[src/rtl/cbya_seq_adder.sv]
// cbya_seq_adder: byte-serial WIDTH-bit adder on one 8-bit carry-bypass slice; ports clk/rst, in_valid/in_ready/a/b/cin in, out_valid/out_ready/sum/cout/overflow/bp_mask out
module cbya_seq_adder #(
  parameter int WIDTH = 32,
  localparam int NBYTES = WIDTH / 8
) (
  input  logic              clk,
  input  logic              rst,
  input  logic              in_valid,
  output logic              in_ready,
  input  logic [WIDTH-1:0]  a,
  input  logic [WIDTH-1:0]  b,
  input  logic              cin,
  output logic              out_valid,
  input  logic              out_ready,
  output logic [WIDTH-1:0]  sum,
  output logic              cout,
  output logic              overflow,
  output logic [NBYTES-1:0] bp_mask
);
  localparam int CW = NBYTES > 1 ? $clog2(NBYTES) : 1;
  typedef enum logic [1:0] {IDLE, RUN, DONE} state_t;
  state_t state, state_n;
  logic [WIDTH-1:0] a_r, b_r;
  logic [CW-1:0] cnt;
  logic carry, bypass, ripple_c, slice_c, last;
  logic [7:0] sa, sb, ss;
  assign sa = a_r[8*cnt +: 8];
  assign sb = b_r[8*cnt +: 8];
  assign bypass = &(sa ^ sb);
  assign {ripple_c, ss} = {1'b0, sa} + {1'b0, sb} + 9'(carry);
  assign slice_c = bypass ? carry : ripple_c;
  assign last = cnt == CW'(NBYTES - 1);
  assign in_ready = state == IDLE && !rst;
  assign out_valid = state == DONE;
  always_ff @(posedge clk)
    state <= rst ? IDLE : state_n;
  always_comb begin
    state_n = state;
    state_n = state == IDLE ? (in_valid ? RUN : IDLE)
            : state == RUN  ? (last ? DONE : RUN)
            : (out_ready ? IDLE : DONE);
  end
  always_ff @(posedge clk) begin
    if (rst) begin
      a_r      <= '0;
      b_r      <= '0;
      carry    <= 1'b0;
      cnt      <= '0;
      sum      <= '0;
      cout     <= 1'b0;
      overflow <= 1'b0;
      bp_mask  <= '0;
    end else if (state == IDLE && in_valid) begin
      a_r     <= a;
      b_r     <= b;
      carry   <= cin;
      cnt     <= '0;
      bp_mask <= '0;
    end else if (state == RUN) begin
      sum[8*cnt +: 8] <= ss;
      carry           <= slice_c;
      bp_mask[cnt]    <= bypass;
      cnt             <= last ? '0 : cnt + CW'(1);
      if (last) begin
        cout     <= slice_c;
        overflow <= (a_r[WIDTH-1] == b_r[WIDTH-1]) && (ss[7] != a_r[WIDTH-1]);
      end
    end
  end
endmodule

[config.mk]
export PLATFORM = sky130hd
export DESIGN_NAME = cbya_seq_adder
export DESIGN_NICKNAME = d
export VERILOG_FILES = /design/src/rtl/cbya_seq_adder.sv
export SDC_FILE = /design/constraint.sdc
export NUM_CORES = 1
export LEC_CHECK = 0
export CORE_AREA = 8 8 129 101
export DETAILED_ROUTE_END_ITERATION = 6
export DIE_AREA = 0 0 137 109
export GPL_TIMING_DRIVEN = 0
export PLACE_DENSITY = 0.78
export SKIP_LAST_GASP = 1
export SLEW_MARGIN = 20
export SYNTH_ARGS = -nofsm -noshare
export SYNTH_HDL_FRONTEND = slang
export SYNTH_SLANG_ARGS = --single-unit
[constraint.sdc]
create_clock -name clk -period 2.9 [get_ports clk]
set_input_delay 0.58 -clock clk [delete_from_list [all_inputs] [get_ports clk]]
set_output_delay 0.58 -clock clk [all_outputs]
set_load 0.1 [all_outputs]
==> results of run 1 <==
## through the flow
stage | hold WS [ns] | worst slack (ns) | util (%) | instances
6_report | 0.4540 | 0.005492 | 59.33 | 822
3_3_place_gp | 0.4402 | -0.4561 | 54.66 | 791
2_1_floorplan | 0.4331 | 0.01533 | - | 539
3_5_place_dp | 0.4454 | -0.5019 | 54.66 | 791
4_1_cts | 0.4545 | -0.05699 | 58.42 | 816
5_1_grt | 0.4648 | -0.08218 | 59.33 | 822
## state kept, by name, summed over array words and instances (netlist names)
register  cells
sum          32
overflow      1
bp_mask       4
cout          1
b_r          32
carry         1
state         2
cnt           2
a_r          32
## worst max-delay path: stages (launching register included)
cell     delay (ns)
dfxtp_4        0.36
buf_12         0.13
mux4_2         0.54
fa_2           0.40
inv_2          0.07
fa_2           0.19
and2b_2        0.26
o21ai_1        0.25
nand3_2        0.19
a32oi_1        0.29
nor2_1         0.09
## area by class of cell
| cell class | count | area share (%) |
|---|---|---|
| well taps | 144 | 2.725 |
| inverters | 9 | 0.5109 |
| multi-input cells | 389 | 38.64 |
| plain buffers | 33 | 2.763 |
| repair buffers | 124 | 18.30 |
| clock buffers | 10 | 3.463 |
| flip-flops and latches | 107 | 32.51 |
| clock inverters | 6 | 1.097 |
## report_power, final
group	internal, W	switching (W)
sequential	0.00153	0.0000451
combinational	0.000271	0.000362
clock	0.000681	0.000565
## layer usage
| layer | vias to the layer above | wire length [µm] | track usage (%) |
|---|---|---|---|
| met1 | 2162 | 6347 | 24.69 |
| met3 | 22 | 936 | 4.834 |
| met5 | - | 0 | 0 |
| met2 | 150 | 6894 | 31.28 |
| li1 | 2139 | - | - |
| met4 | 0 | 278 | 7.115 |
## cells in the final DEF (no fill, tap or decap), drive strengths merged, types with 3 or more instances in the layout
master,netlist,routed
nand2,144,144
clkdlybuf4s50,0,107
dfxtp,107,107
a21oi,76,76
nor2,42,42
buf,19,34
a22oi,28,28
clkbuf,15,25
mux4,16,16
ha,16,16
inv,9,11
nand3,6,6
nand2b,5,5
a32oi,4,4
and2b,4,4
nor4,4,4
nor3,4,4
o21ai,3,3
clkinv,0,3
## worst max-delay path by stage
stage                        start                    to  slack, ns
6_report       cnt[1]$_SDFFE_PP0P_  sum[20]$_SDFFE_PP0P_      0.005
5_1_grt        cnt[1]$_SDFFE_PP0P_  sum[22]$_SDFFE_PP0P_      -0.08
4_1_cts        cnt[0]$_SDFFE_PP0P_  sum[22]$_SDFFE_PP0P_      -0.06
3_5_place_dp                   rst              in_ready      -0.50
3_3_place_gp                   rst              in_ready      -0.46
2_1_floorplan  cnt[0]$_SDFFE_PP0P_  sum[14]$_SDFFE_PP0P_       0.02
## kinds of logic after synthesis
| group | count (synthesis) | share of synthesized area [%] |
|---|---|---|
| flops | 107 | 44.69 |
| compound gates | 130 | 17.31 |
| xor+xnor | 2 | 0.3655 |
| mux | 16 | 7.518 |
| fa+ha+maj | 18 | 5.012 |
| simple gates | 223 | 21.22 |
| buf+inv | 43 | 3.889 |
## repair_timing
item                       in CTS  in global routing
setup endpoints to repair      20                 17
pin swaps                      10                  9
buffers inserted                9                  7
resized for setup              19                 14
==> metrics, run 1 <==
Vias=~4500; hold path startpoint=b_r[25]$_SDFFE_PP0P_; nets=760; RR Startpoint=cnt[1]$_SDFFE_PP0P_; dominant synthesized flop cell=dfxtp_1; share of cells above drive strength 1=between 10 and 15%; First-pass DRT Iterations=5; Worst Setup Start Kind=flop; final antenna-violating net count=0; gr usage total=around a fifth; Layout area overhead=37.95%; crit end category=flop; global route overflow=0; CTS max path bufs=2; DRT iter0 DRCs=around 330; Multi-input gate area=2555 µm²; global-route wire length before repair=about 22000 µm; row count=34; leading area contributor after synthesis=dfxtp_1; RD Place Congestion=0.8487; syn_area_per_cell=a little under 9 µm²; reg2reg end=sum[20]$_SDFFE_PP0P_; Initial Util=roughly 43%; ys async rst share=0%; Via density=about 5.4; Synth area leaders=dfxtp_1, nand2_1, a21oi_1; setup TNS=0 ns; WL per Instance=between 15 and 20 µm; setup violators final=0; final period demand of the worst path=2.895 ns; antenna cells=0; fillcell total=between 900 and 1000; crit path DAT=3.11 ns; H-tree depth=3; hold path depth=2; hold crit path type=flop to flop; Die X=137 µm; leakage=approximately 2.4 nW; Total Wirelength=14460 µm; critical path class=flop to flop; antenna violations before repair=0; Register Area=around 2100 µm²; Hold Fails Final Rpt=0; R2R cell count=10; Yosys cell types=between 50 and 60; pins over their slew limit=0; Clock Sinks=107; Worst-Margin Slew=about 1.0 ns; final setup skew=between 0.009 and 0.01 ns; Peak VDD IR=about 0.34 mV; worst endpoint required time=3.11 ns; total power=roughly 0.0035 W; Die Y=between 100 and 150 µm; vias in the first global route=about 4400; Max-Cap Viols=0; Worst slew margin=between 30% and 40%; clock transition at the registers of the reported paths=~0.07 ns; I/O Buffers=108; Final HPWL DP=10980 µm; # DRC=0; I/O pins=between 100 and 150; reg-to-reg slack, setup=roughly 0.0055 ns; sequential element share of the synthesized area=44.69%; CTS tree=yes; pin count of the biggest net entering global routing=19; area of the core=11150 µm²; Post-synth top cells=nand2_1, dfxtp_1, a21oi_1; Syn. warnings=0; worst skew pair latency=roughly 0.35 ns; final instance area=between 6000 and 7000 µm²; outcome=completed; final worst path period share=between 90 and 100%; placed cell areas=a little over 6000 µm²; post-synthesis cell area=around 4800 µm²; Power Dens Cells=between 500 and 600 nW/µm²; count leader, synth=nand2_1; WHS Endpoint=b_r[25]$_SDFFE_PP0P_; FMAX=~0.35 GHz; share of the synthesized area in the top cell type=between 40% and 50%; post-synthesis cell count=~540; critical-path maximum fanout=7; Hold Buf Count CTS=0; Root Driver=clkbuf_16; Yosys reg bits=around 110; Post-Syn Nets=around 630; Die ar.=roughly 15000 µm²; RSZ-0062 raised after global routing=true; Post-synth EDFFs=0; CTS buffer count=9
No activity file was read; power rests on OpenSTA's default activity.
==> inputs of run 2 (changes only) <==
- CTS_CLUSTER_SIZE: not set -> 20
==> results of run 2 <==
Same layout as run 1: the final DEF is identical, and so are final timing and power.
==> inputs of run 3 (changes only) <==
- PLACE_DENSITY: 0.78 -> 0.74
==> run 3 against run 2 <==
Net effect:
- the flow now finishes with violations (setup timing)
- first-iteration DRC count decreased by 25%
- sequential share of layout area increased by 0.13 points
- non-clock buffer count decreased by 2
- clock power about the same
- global-route usage increased by 0.068 points
- worst setup slack got worse by 0.059 ns
- critical path depth unchanged
- final area decreased by 0.40%
- critical path type unchanged
- maximum frequency decreased by 2.0%
==> metrics, run 3 (synthesized netlist as in run 1, its figures left out) <==
pin count of the biggest net entering global routing=17 (was 19); Multi-input gate area=2532 µm² (was 2555 µm²); placed cell count=791 (unchanged); Via density=5.437 (was 5.442); Hold Fails Final Rpt=0 (unchanged); biggest regs=a_r: 32 flops, b_r: 32 flops, sum: 32 flops (unchanged); Root Driver=clkbuf_16 (unchanged); leakage=2.425 nW (was 2.445 nW); slack of the critical path=-0.05398 ns (was 0.005492 ns); clock power share=35.9% (was 36.1%); Register Area=2150 µm² (unchanged); Metal-1 WL=6007 µm (was 6347 µm); placed cell areas=6092 µm² (unchanged); Non-Filler Instances=819 (was 822); DRT iter0 DRCs=250 (was 333); combinational power share=18.3% (about the same); final period demand of the worst path=2.954 ns (was 2.895 ns); final worst path period share=101.9% (was 99.81%); H-tree depth=3 (unchanged); WL met3=1237 µm (was 936 µm); Die X=137 µm (unchanged); row count=34 (unchanged); share of cells above drive strength 1=13.04% (was 13.86%); Max-Cap Viols=0 (unchanged); R2R cell count=10 (unchanged); commonest non-fill, non-tap cell in the layout=nand2_1 (unchanged); final core utilization=59.09% (was 59.33%); FMAX=0.3385 GHz (was 0.3455 GHz); crit-path max cell delay=0.56 ns (was 0.54 ns); hold crit path type=flop to flop (unchanged); RSZ-0062 raised after global routing=true (unchanged); Top Layer Used=met4 (unchanged); Peak VDD IR=0.3147 mV (was 0.3373 mV); CTS max path bufs=2 (unchanged); Die Y=109 µm (unchanged); antenna cells=0 (unchanged); worst skew pair latency=0.34 ns (was 0.35 ns); final setup skew=0.005770 ns (was 0.009868 ns); outcome=finished, violations left (was completed); critical-path cell list=buf_12 > mux4_2 > fa_2 > inv_2 > fa_2 > and2b_2 > o31a_4 > o311ai_4 > a22oi_1 > nor2_1 (was buf_12 > mux4_2 > fa_2 > inv_2 > fa_2 > and2b_2 > o21ai_1 > nand3_2 > a32oi_1 > nor2_1); Worst slew margin=34.32% (was 32.04%); critical path class=flop to flop (unchanged); pins over their slew limit=0 (unchanged); critical-path maximum fanout=7 (unchanged); final instance area=6586 µm² (was 6613 µm²); slowest cell on the critical path=mux4_2 (unchanged); Layout area overhead=37.41% (was 37.95%); crit path DAT=3.23 ns (was 3.11 ns); clock transition at the registers of the reported paths=0.07 ns (about the same); I/O Buffers=108 (unchanged); reg-to-reg slack, setup=-0.05 ns (was 0.005 ns); First-pass DRT Iterations=5 (unchanged); Initial Util=43.01% (unchanged); Final HPWL DP=10790 µm (was 10980 µm); most frequent cells in the layout=nand2_1, clkdlybuf4s50_1, dfxtp_1 (unchanged); CTS tree=yes (unchanged); vias in the first global route=4512 (was 4419); Clock Sinks=107 (unchanged); Worst Setup Start Kind=flop (unchanged); Total Wirelength=14490 µm (was 14460 µm); WL per Instance=17.70 µm (was 17.59 µm); I/O pins=109 (unchanged); Int Power=0.002513 W (was 0.002486 W); area of the core=11150 µm² (unchanged); Worst-Margin Slew=0.9821 ns (was 1.016 ns); Die ar.=14930 µm² (unchanged); hold path depth=2 (unchanged); violated checks=setup timing; final antenna-violating net count=0 (unchanged); total power=0.003439 W (was 0.003458 W); worst endpoint required time=3.18 ns (was 3.11 ns); WHS=0.4546 ns (was 0.4540 ns); Vias=4453 (was 4473); DR WL met2=6795 µm (was 6894 µm); CTS buffer count=9 (unchanged); switching share of power=26.93% (was 28.12%); setup violators final=4 (was 0); Top cell by count, worst path=fa_2 (unchanged); Sequential Power Share=45.8% (was 45.6%); # DRC=0 (unchanged); global route overflow=0 (unchanged); nets=758 (was 760); Switching Power=0.0009264 W (was 0.0009722 W); Power Dens Cells=522.2 nW/µm² (was 522.9 nW/µm²); global-route wire length before repair=22700 µm (was 22490 µm); RD Place Congestion=0.8506 (was 0.8487); antenna violations before repair=0 (unchanged); crit end category=flop (unchanged); fillcell total=976 (was 936); gr usage total=19.43% (was 19.37%)
[run 3: what timing repair did]
action,CTS,global route
pin swaps,2,9
hold buffers,0,0
buffers inserted,9,4
setup endpoints to repair,20,17
resized for setup,14,12
hold endpoints to repair,0,0
[run 3: cell type report]
class                      count  share of cell area, %
inverter                       9                 0.5129
timing repair buffer         121                  18.10
sequential                   107                  32.64
tap                          144                  2.736
clock inverter                 4                 0.7599
buffer                        34                  2.964
multi-input combinational    389                  38.45
clock buffer                  11                  3.837
[run 3: routing by layer]
| layer | vias to the layer above | GRT usage (%) |
|---|---|---|
| met2 | 186 | 31.42 |
| met3 | 36 | 5.110 |
| met5 | - | 0 |
| met4 | 0 | 7.889 |
| li1 | 2133 | - |
| met1 | 2098 | 24.34 |
[run 3: final timing paths]
check | to | startpoint
worst max-delay path | sum[14]$_SDFFE_PP0P_ | cnt[0]$_SDFFE_PP0P_
worst min-delay path | b_r[20]$_SDFFE_PP0P_ | b_r[20]$_SDFFE_PP0P_
worst max register to register | sum[14]$_SDFFE_PP0P_ | cnt[0]$_SDFFE_PP0P_
worst min register to register | b_r[20]$_SDFFE_PP0P_ | b_r[20]$_SDFFE_PP0P_
[run 3: worst max-delay path, delay by kind of cell, from the launching register on]
family | cells | cell delay (ns)
DFF | 1 | 0.36
muxes | 1 | 0.56
adders and majority gates | 2 | 0.61
buffers and inverters | 2 | 0.19
AOI/OAI and AO/OA | 3 | 0.77
and+or+nand+nor | 2 | 0.39
[run 3: power by group through the flow]
stage | sequential, W | combinational, W | clock [W]
after floorplan | 0.00164 | 0.000332 | 0
after global placement | 0.00160 | 0.000574 | 0
after detailed placement | 0.00161 | 0.000588 | 0
after CTS | 0.00157 | 0.000610 | 0.00125
after global routing | 0.00158 | 0.000681 | 0.00131
final | 0.00157 | 0.000628 | 0.00124
[run 3: metrics by stage]
| stage | setup slack [ns] | setup TNS, ns |
|---|---|---|
| floorplan | 0.01533 | 0 |
| global placement | -0.4182 | -3.694 |
| detailed placement | -0.4558 | -4.606 |
| CTS | 0.0007243 | 0 |
| global route | -0.1517 | -1.314 |
| finish | -0.05398 | -0.1408 |
